## src/rtl/mdio_pkg.sv

```systemverilog
// Shared types and frame constants for the Clause 22 MDIO master.
package mdio_pkg;

  typedef enum logic [2:0] {
    IDLE,
    PRE,
    HDR,
    TA,
    DATA,
    DONE
  } mdio_state_e;

  localparam logic [1:0] MDIO_ST    = 2'b01;
  localparam logic [1:0] MDIO_OP_WR = 2'b01;
  localparam logic [1:0] MDIO_OP_RD = 2'b10;
  localparam logic [1:0] MDIO_TA_WR = 2'b10;

  localparam logic [4:0] HDR_LAST  = 5'd13;
  localparam logic [4:0] TA_LAST   = 5'd1;
  localparam logic [4:0] DATA_LAST = 5'd15;

  // ST, OP, PHYAD, REGAD packed MSB first in transmit order
  function automatic logic [13:0] mdio_header(input logic       wr,
                                              input logic [4:0] phy_addr,
                                              input logic [4:0] reg_addr);
    return {MDIO_ST, (wr ? MDIO_OP_WR : MDIO_OP_RD), phy_addr, reg_addr};
  endfunction

endpackage

```

## src/rtl/mdio_clk_gen.sv

```systemverilog
// MDC generator: CLK_DIV cycles low then CLK_DIV cycles high, with phase strobes.
module mdio_clk_gen #(
  parameter int unsigned CLK_DIV = 25
) (
  input  logic clock,
  input  logic reset_n,
  input  logic en,
  output logic mgmt_clk,
  output logic fall,
  output logic sample
);

  localparam logic [7:0] HALF_LAST = 8'(CLK_DIV - 1);

  logic [7:0] half_cnt;

  // Disabled means parked low at the start of a low phase, so the first
  // enabled cycle is already the first low cycle of bit 0.
  always_ff @(posedge clock) begin
    if (!reset_n || !en) begin
      half_cnt <= '0;
      mgmt_clk <= 1'b0;
    end else if (half_cnt == HALF_LAST) begin
      half_cnt <= '0;
      mgmt_clk <= ~mgmt_clk;
    end else begin
      half_cnt <= half_cnt + 8'd1;
    end
  end

  assign fall   = en && !mgmt_clk && (half_cnt == '0);
  assign sample = en &&  mgmt_clk && (half_cnt == HALF_LAST);

endmodule

```

## src/rtl/mdio_master.sv

```systemverilog
// Clause 22 MDIO master: one register read/write per request, one response pulse each.
module mdio_master #(
  parameter int unsigned CLK_DIV       = 25,
  parameter int unsigned PREAMBLE_BITS = 32
) (
  input  logic        clock,
  input  logic        reset_n,
  input  logic        req_valid,
  output logic        req_ready,
  input  logic        req_write,
  input  logic [4:0]  req_phy_addr,
  input  logic [4:0]  req_reg_addr,
  input  logic [15:0] req_wdata,
  output logic        rsp_valid,
  output logic [15:0] rsp_rdata,
  output logic        rsp_err,
  output logic        busy,
  output logic        mgmt_clk,
  output logic        mgmt_dataOut,
  output logic        mgmt_outEn,
  input  logic        mgmt_dataIn
);

  import mdio_pkg::*;

  localparam logic [4:0] PRE_LAST  = (PREAMBLE_BITS == 0) ? 5'd0 : 5'(PREAMBLE_BITS - 1);
  localparam logic       FIRST_BIT = (PREAMBLE_BITS == 0) ? MDIO_ST[1] : 1'b1;

  mdio_state_e state, state_next;

  logic [4:0]  bit_cnt;
  logic        last_bit;
  logic        accept;
  logic        clk_en;
  logic        fall;
  logic        sample;
  logic        wr_q;
  logic [13:0] header_q;
  logic [15:0] wdata_q;
  logic [15:0] shift_q;
  logic        ta_err_q;
  logic [1:0]  sync_q;
  logic        frame_bit;
  logic        frame_oe;

  assign accept    = req_valid && (state == IDLE);
  assign req_ready = (state == IDLE);
  assign busy      = !req_ready;
  assign rsp_valid = (state == DONE);
  assign clk_en    = (state != IDLE) && (state != DONE);

  mdio_clk_gen #(
    .CLK_DIV (CLK_DIV)
  ) u_clk_gen (
    .clock    (clock),
    .reset_n  (reset_n),
    .en       (clk_en),
    .mgmt_clk (mgmt_clk),
    .fall     (fall),
    .sample   (sample)
  );

  always_comb begin
    state_next = state;
    last_bit   = 1'b0;
    case (state)
      IDLE: begin
        if (accept) state_next = (PREAMBLE_BITS == 0) ? HDR : PRE;
      end
      PRE: begin
        last_bit = (bit_cnt == PRE_LAST);
        if (sample && last_bit) state_next = HDR;
      end
      HDR: begin
        last_bit = (bit_cnt == HDR_LAST);
        if (sample && last_bit) state_next = TA;
      end
      TA: begin
        last_bit = (bit_cnt == TA_LAST);
        if (sample && last_bit) state_next = DATA;
      end
      DATA: begin
        last_bit = (bit_cnt == DATA_LAST);
        if (sample && last_bit) state_next = DONE;
      end
      DONE:    state_next = IDLE;
      default: state_next = IDLE;
    endcase
  end

  // Value and enable for the bit period currently in progress; reads release the line from TA on.
  always_comb begin
    frame_bit = 1'b1;
    frame_oe  = 1'b0;
    case (state)
      PRE: frame_oe = 1'b1;
      HDR: begin
        frame_oe  = 1'b1;
        frame_bit = header_q[4'd13 - bit_cnt[3:0]];
      end
      TA: begin
        frame_oe  = wr_q;
        frame_bit = wr_q ? (bit_cnt[0] ? MDIO_TA_WR[0] : MDIO_TA_WR[1]) : 1'b1;
      end
      DATA: begin
        frame_oe  = wr_q;
        frame_bit = wr_q ? wdata_q[4'd15 - bit_cnt[3:0]] : 1'b1;
      end
      default: begin
        frame_bit = 1'b1;
        frame_oe  = 1'b0;
      end
    endcase
  end

  always_ff @(posedge clock) begin
    if (!reset_n) begin
      state        <= IDLE;
      bit_cnt      <= '0;
      wr_q         <= 1'b0;
      header_q     <= '0;
      wdata_q      <= '0;
      shift_q      <= '0;
      ta_err_q     <= 1'b0;
      sync_q       <= '1;
      mgmt_dataOut <= 1'b1;
      mgmt_outEn   <= 1'b0;
      rsp_rdata    <= '0;
      rsp_err      <= 1'b0;
    end else begin
      state  <= state_next;
      sync_q <= {sync_q[0], mgmt_dataIn};

      if (state == IDLE) begin
        bit_cnt <= '0;
        if (accept) begin
          wr_q         <= req_write;
          header_q     <= mdio_header(req_write, req_phy_addr, req_reg_addr);
          wdata_q      <= req_wdata;
          // Drive bit 0 from the accept edge so the frame is owned from its first cycle
          mgmt_dataOut <= FIRST_BIT;
          mgmt_outEn   <= 1'b1;
        end
      end else if (sample) begin
        bit_cnt <= last_bit ? '0 : bit_cnt + 5'd1;
        if ((state == TA) && bit_cnt[0]) ta_err_q <= sync_q[1];
        if (state == DATA) shift_q <= {shift_q[14:0], sync_q[1]};
      end

      if (fall) begin
        mgmt_dataOut <= frame_bit;
        mgmt_outEn   <= frame_oe;
      end

      // Entering DONE: publish the response and return the line to idle
      if (sample && (state == DATA) && last_bit) begin
        rsp_rdata    <= wr_q ? 16'h0000 : {shift_q[14:0], sync_q[1]};
        rsp_err      <= !wr_q && ta_err_q;
        mgmt_dataOut <= 1'b1;
        mgmt_outEn   <= 1'b0;
      end
    end
  end

endmodule

```

## config.mk

```make
export PLATFORM = sky130hd
export DESIGN_NAME = mdio_master
export DESIGN_NICKNAME = d
export VERILOG_FILES = /design/src/rtl/mdio_pkg.sv /design/src/rtl/mdio_clk_gen.sv /design/src/rtl/mdio_master.sv
export SDC_FILE = /design/constraint.sdc
export NUM_CORES = 1
export LEC_CHECK = 0
export ABC_AREA = 1
export CORE_MARGIN = 1.5
export CORE_UTILIZATION = 50
export DETAILED_ROUTE_END_ITERATION = 7
export PLACE_DENSITY = 0.85
export SLEW_MARGIN = 0
export SYNTH_ARGS = -nofsm -noshare
export SYNTH_HDL_FRONTEND = slang
export SYNTH_HIERARCHICAL = 1
export SYNTH_SLANG_ARGS = --single-unit
export TNS_END_PERCENT = 100
```

## constraint.sdc

```tcl
create_clock -name clock -period 4.04 [get_ports clock]
set_clock_uncertainty 0.2 [all_clocks]
set_input_delay 1.01 -clock clock [delete_from_list [all_inputs] [get_ports clock]]
set_output_delay 1.01 -clock clock [all_outputs]
set_load 0.02 [all_outputs]
```

[After elaboration in Yosys (flattened, before gate mapping)]
Cells that the tools add are included.
Word-level totals
  register bits after elaboration: 84
  output and inout port bits: 23
  input port bits: 31
  logic and storage cells: 97
Cells by class
  add/subtract/negate cells: 4
  bitwise gates (word level): 3
  magnitude comparators: 2
  multiplexer cells: 23
  reduce and logical (&&, ||, !) cells: 35
  eq/ne operators: 16
Operators with widths (number)
  $mux 16: 1
  $mux 3: 5
  $pmux 3 s5: 1
  $logic_and 1x1->1: 14
  $eq 5x4->1 const B: 2
  $lt 4x5->1 const B: 2
  $reduce_or 2->1: 5
  $mux 1: 9
  $add 8x1->8 const B: 1
  $bmux 1 s4: 2
  $eq 8x5->1 const B: 1
  $logic_not 8->1: 1
  $ne 2x2->1 const B: 4
  $sub 4x4->4 const A: 2
  $eq 3x2->1 const B: 2
  $eq 3x3->1 const B: 2
  $reduce_and 3->1: 2
  $add 5x1->5 const B: 1
  $eq 5x1->1 const B: 1
  $eq 5x5->1 const B: 1
  $logic_not 1->1: 5
  $mux 5: 1
  $reduce_and 5->1: 1
  $pmux 1 s4: 1
  other kinds (12): 16

[Depth between registers and ports, before layout]
  word-level depth: 7
  gate-level depth with buffers: 13

[Cells and area by module]
Netlist, hierarchy kept.
By module, submodules not included
  mdio_master: times used 1, sequential area each 1481.4 µm², cells an instance 443, area an instance 3265.6 µm²
  mdio_clk_gen: times used 1, sequential area each 180.2 µm², cells an instance 70, area an instance 462.9 µm²

[Worst setup path before layout]
Ideal clock, no wire load.
  path kind: flip-flop to flip-flop
  start point: reg state[0]
  end point: reg shift_q[4]
  path buffers: 1
  setup slack: 1.799 ns
  stages on the path, launching flop included: 12
  arrival time: 1.970 ns
  cells stage by stage: dfxtp_1 inv_2 nor3_1 nor2_1 inv_1 nor2_1 inv_1 nor2_4 inv_1 buf_2 nand2_1 a21oi_1
Between the ends
  longest elaborated chain between the ends: 5
  elaborated cells on any way between the ends: 9
RTL lines
  start, declared: line mdio_master.sv:29  | mdio_state_e state, state_next;
  start signal, assigned: line mdio_master.sv:131  | state <= state_next;
  $ne 3x3->1 or $reduce_bool 3->1 (tied branches): line mdio_master.sv:50  | assign clk_en = (state != IDLE) && (state != DONE);
  $logic_and 1x1->1 *: line mdio_master.sv:50
  named net clk_en: line mdio_master.sv:34  | logic clk_en;
  $logic_and 1x1->1 * (2 in a row): line mdio_clk_gen.sv:32  | assign sample = en && mgmt_clk && (half_cnt == HALF_LAST);
  named net sample: line mdio_master.sv:36  | logic sample;
  $reduce_and 3->1 (no source line) *
  end signal, assigned: line mdio_master.sv:147  | if (state == DATA) shift_q <= {shift_q[14:0], sync_q[1]};
  end, declared: line mdio_master.sv:40  | logic [15:0] shift_q;
The timed path passes the listed nets; every way through them passes the cells marked *.
A chain may end at the register's enable or synchronous reset.

[Worst setup path in the final report]
  start point: reg state[0]
  end point: out rsp_valid
Between the ends
  longest elaborated chain between the ends: 1
RTL lines
  $eq 3x3->1: line mdio_master.sv:49  | assign rsp_valid = (state == DONE);
  end, declared: line mdio_master.sv:14  | output logic rsp_valid,
No other way between the ends.

==> metrics.yaml <==
run_status:
  outcome: "finished clean"
detailed_routing:
  ant_nets: 0
  drt_iter0_drc: 226
  drc: 0
  via_count: 3359
  wire_per_inst_um: 12.67
  viasPerCell: 5.074
  wirelength_mm: 8.385
  drt-pass1-iter-count: 5
job:
  cap_violations: 0
clock_tree:
  cts-htree-levels: 3
  cts_setup_buffers: 0
  clock_path_buffers: 2
  cts_tree: "yes"
  clk_pin_slew_ns: 0.08
  cts_sinks: 83
  clockRootBuffer: "clkbuf_8"
  cts-buffers-inserted: 9
  cts_resized: 0
  hold_buffers: 0
  clock_latency_ns: 0.36
finish:
  fillers: 641
  diodes: 0
  fin_nets: 597
  layout_common_cells: "93 x nand2_1, 83 x dfxtp_1, 72 x nor2_1"
  drive_gt1_share_pct: 7.638
  post-route-util_pct: 62.11
  syn2layout_area_growth_pct: 20.17
  layout_commonest_cell: "nand2_1"
  final_area_sq_um: 4481
synth:
  syn_area_sq_um: 3729
  synth-main-ff-cell: "dfxtp_1"
  synth_nets: 552
  yosysWarnings: 6
  ys_top_cells_by_area: "dfxtp_1 45%, nand2_1 9.4%, nor2_1 7.2%"
  synth_edf_count: 0
  ys_types: 35
  synthArstFlopShare_pct: 0
  seq_area_frac_synth_pct: 44.56
  synth-seq-cells: 83
  synth_top_area_share_pct: 44.56
  syn_area_per_cell_sq_um: 7.268
  syn_inst: 513
  yosysTopAreaCell: "dfxtp_1"
timing:
  setup_violations: 0
  fin_crit_sh_pct: 75.21
  holdWs_ns: 0.2279
  rsz0062_at_grt: "false"
  slew_viol_final: 0
  tns_ns: 0
  fmax_ghz: 0.3291
  slew-limit-headroom_pct: 53.77
  hold_viol: 0
  fin_crit_ns: 3.038
  tightest_slew_ns: 0.6925
die:
  dieArea_sq_um: 7984
  core_area_sq_um: 7214
  pin_count: 54
  start_util_pct: 51.68
  dieHeight_um: 89.36
  rows: 31
  chipWidth_um: 89.36
worst_setup_path:
  r2r_slack_ns: 1.23
  crit_path_max_incr_delay_ns: 0.67
  startpoint_type: "flip-flop"
  slowest_stage: "clkdlybuf4s50_1"
  cp.arrival_ns: 1.83
  endpoint_kind: "primary output"
  critical_path_class: "reg -> out"
  cp_max_fo: 4
  critical_path.cell_chain: "inv_2 -> nor3_1 -> clkdlybuf4s50_1"
  cp.required_ns: 2.83
grt:
  grt_max_degree: 51
  grt_overflow: 0
  antenna_found_initial: 0
  grt_pass1_wl_mm: 13.46
  gr-usage-all-layers_pct: 21.99
  grt_pass1_vias: 3061
pwr:
  leakage_nw: 1.825
  powerDensity_nw_per_um2: 496.7
  p_total_mw: 2.225
  ir_worst_vdd_uv: 328.4
worst_hold_path:
  hp-class: "reg -> reg"
placement:
  io_buffers: 53
  place_area_sq_um: 4272
  place_hpwl_mm: 5.854
  gp_congestion: 0.9184
-- cells in the mapped netlist, types with 3 or more instances --
cell / count
nand2_1: 93
dfxtp_1: 83
nor2_1: 72
o21ai_0: 53
a21oi_1: 52
inv_1: 52
nand3_1: 33
buf_2: 8
ha_1: 8
clkbuf_1: 6
inv_2: 6
buf_6: 4
xor2_1: 4
nand2_2: 3
nand2_4: 3
nor2_2: 3
nor2_4: 3
o21a_1: 3
or2_2: 3
-- report_power, final --
part / leakage [nW] / switching, mW / internal (mW)
registers: 0.676 / 0.0569 / 0.924
logic: 1.05 / 0.396 / 0.222
clock network: 0.0995 / 0.319 / 0.308
total: 1.83 / 0.772 / 1.45
-- layer usage --
layer	up-vias	track usage [%]	routed length (um)
met5	-	0	0
met4	0	7.413	118
met3	13	5.633	480
met2	102	35.68	3775
met1	1521	28.56	4011
li1	1723	-	-
-- critical path: cells and delay by family (launching register included) --
family / cells / cell delay, ns
flip-flops: 1 / 0.44
AND/OR/NAND/NOR: 1 / 0.27
buffers and inverters: 2 / 0.76
-- worst paths after layout --
check	from	end	cells past startpoint
max	state[0]	rsp_valid	3
min	sync_q[0]	sync_q[1]	1
max reg2reg	u_clk_gen/half_cnt[0]	shift_q[11]	11
min reg2reg	sync_q[0]	sync_q[1]	1
-- area by class of cell --
class | instances | area (sq um) | area share [%]
Multi-Input combinational cell | 348 | 1710 | 38.17
Sequential cell | 83 | 1662 | 37.08
Timing Repair Buffer | 54 | 538.0 | 12.01
Inverter | 62 | 237.7 | 5.306
Clock buffer | 10 | 137.6 | 3.072
Tap cell | 99 | 123.9 | 2.765
Clock inverter | 6 | 71.32 | 1.592
-- per-stage QoR --
step / instances / worst slack [ns]
floorplan: 513 / 1.799
global placement: 646 / 1.074
detailed placement: 646 / 1.022
CTS: 662 / 0.9894
global route: 662 / 0.9347
finish: 662 / 1.002
-- registers in the layout, summed over array words and instances (netlist names) --
| register | count |
|---|---|
| mgmt_outEn | 1 |
| u_clk_gen/half_cnt | 8 |
| u_clk_gen/mgmt_clk | 1 |
| ta_err_q | 1 |
| shift_q | 15 |
| sync_q | 2 |
| header_q | 13 |
| mgmt_dataOut | 1 |
| bit_cnt | 5 |
| state | 3 |
| rsp_err | 1 |
| rsp_rdata | 16 |
| wdata_q | 16 |
-- kinds of logic after synthesis --
family,synth area share (%)
xor+xnor,1.174
buf+inv,9.564
fa+ha+maj,2.685
simple gates,26.17
flops,44.56
compound gates,15.84
Power figures use the tool's default switching activity.
==> patch (config.mk and constraints unchanged) <==
One comparison of `bit_cnt` changes from == to >=.
--- a/src/rtl/mdio_master.sv
+++ b/src/rtl/mdio_master.sv
@@ -81,5 +81,5 @@
       end
       DATA: begin
-        last_bit = (bit_cnt == DATA_LAST);
+        last_bit = (bit_cnt >= DATA_LAST);
         if (sample && last_bit) state_next = DONE;
       end
Behaviour: no difference found for any inputs over 10 cycles, from zero or initial values and one cycle with reset_n low; that may be too few to reach the edited logic, so the function may still have changed.
==> patch against the original RTL <==
Sequential cell count unchanged; cell count up 3.6%; routed wire length up 0.99%; total power grew 6.7%; area after synthesis grew 1.5%; count of clock-buffer cells in the layout is 1 lower; setup slack better by 62 ps; design area increased by 2.2%; critical endpoint is now req_ready; largest cell class unchanged.
==> patch: results (changes against the original RTL) <==
Global route
  – GRT Total Usage: 22.2% (+0.18 points)
  – Vias in the first global route: 3256 (+6.4%)
  – Largest net degree at the start of global routing: 65 (+27%)
  – First-pass GRT wire length: 14.8 mm (+9.7%)

Critical path
  – Top Family by Delay on Critical Path: buffers and inverters
  – Crit path largest cell delay: 640 ps (-30 ps)
  – Max FO, Critical Path: 5 (+1)
  – Slowest-stage cell, CP: clkdlybuf4s50_1
  – Arrival @ worst endpoint: 1770 ps (-60 ps)

Logic synthesis
  – Synth cell count leaders: nor2_1 (111), dfxtp_1 (83), nand2_1 (80), o21ai_0 (62), inv_1 (54)
  – Synth Instances: 537 (+4.7%)
  – Seq/Total Area, Yosys: 43.9% (-0.68 points)
  – Yosys warnings: 6 (unchanged)
  – Post-synth cell types: 32 (-8.6%)
  – Syn nets: 576 (+4.3%)
  – Synth area leaders: dfxtp_1 (44%), nor2_1 (11%), o21ai_0 (8.2%), nand2_1 (7.9%), a21oi_1 (5.8%)
  – Asr flop ratio synth: 0% (unchanged)
  – Ys flop type: dfxtp_1

Place
  – Worst slack, placed: 1070 ps (+52.2 ps)
  – Number of port buffers: 53 (unchanged)
  – DP HPWL: 5.89 mm (+0.56%)
  – Area after DPL: 0.00435 sq mm (+1.9%)
  – GP Congestion: 0.866 (-5.7%)

Final layout
  – Layout cells sized above 1: 6.98% (-0.65 points)
  – Inserted Diodes: 0 (unchanged)
  – Nets: 621 (+4.0%)
  – Filler cells: 655 (+2.2%)
  – Top Registers: rsp_rdata: 16 flops, wdata_q: 16 flops, shift_q: 15 flops

Pwr
  – P_leak: 1.92 nW (+5.0%)
  – VDD IR max: 0.000227 V (-31%)

Outcome
  – Status: finished, final reports clean

Clocking
  – CTS Root Buffer Type: clkbuf_8

Routing
  – Initial DRC count: 175 (-23%)
  – Routed WL per cell: 12.3 um (-2.5%)
  – DRC: 0 (unchanged)
  – DR vias: 3456 (+2.9%)
  – Drt pass-1 iters: 4 (-1)

STA
  – Slew @ Worst Pin: 679 ps (-13.7 ps)
## patch: report_power, final
group / switching, mW / internal (mW)
sequential: 0.0701 / 0.931
clock: 0.330 / 0.359
combinational: 0.434 / 0.251
total: 0.834 / 1.54
## patch: final timing paths
kind / from / end / slack [ps] / cells past startpoint
setup / recovery: state[1] / req_ready / 1060 / 4
hold / removal: sync_q[0] / sync_q[1] / 220 / 1
setup reg to reg: u_clk_gen/half_cnt[0] / rsp_rdata[14] / 1100 / 12
hold reg to reg: sync_q[0] / sync_q[1] / 220 / 1
## patch: final cells by class
cell class	count	share of cell area, %
clock buffer	9	2.70
clock inverter	7	2.29
inverter	61	5.00
multi-input combinational	370	38.8
sequential	83	36.3
tap	99	2.70
timing repair buffer	57	12.2
## patch: through the flow
| stage | util (%) | std cells | total power, mW |
|---|---|---|---|
| final | 62.8 | 686 | 2.37 |
| after global routing | 62.8 | 686 | 2.53 |
| after CTS | 62.8 | 686 | 2.39 |
| after detailed placement | 59.7 | 670 | 1.70 |
| after global placement | 59.7 | 670 | 1.68 |
| after floorplan | - | 537 | 1.51 |
## patch: kinds of logic after synthesis
logic type	synth area share (%)
AO/OA/AOI/OAI	16.2
AND/OR/NAND/NOR	26.9
flip-flops	43.9
buffers and inverters	9.19
XOR/XNOR	1.16
adder cells (fa/ha/maj)	2.64
## patch: routing by layer
| layer | share of wire, % | vias to the layer above | track usage [%] |
|---|---|---|---|
| met2 | 47 | 93 | 36.0 |
| met5 | 0 | - | 0 |
| li1 | - | 1797 | - |
| met1 | 46 | 1553 | 27.5 |
| met3 | 5.0 | 13 | 6.60 |
| met4 | 1.7 | 0 | 8.86 |
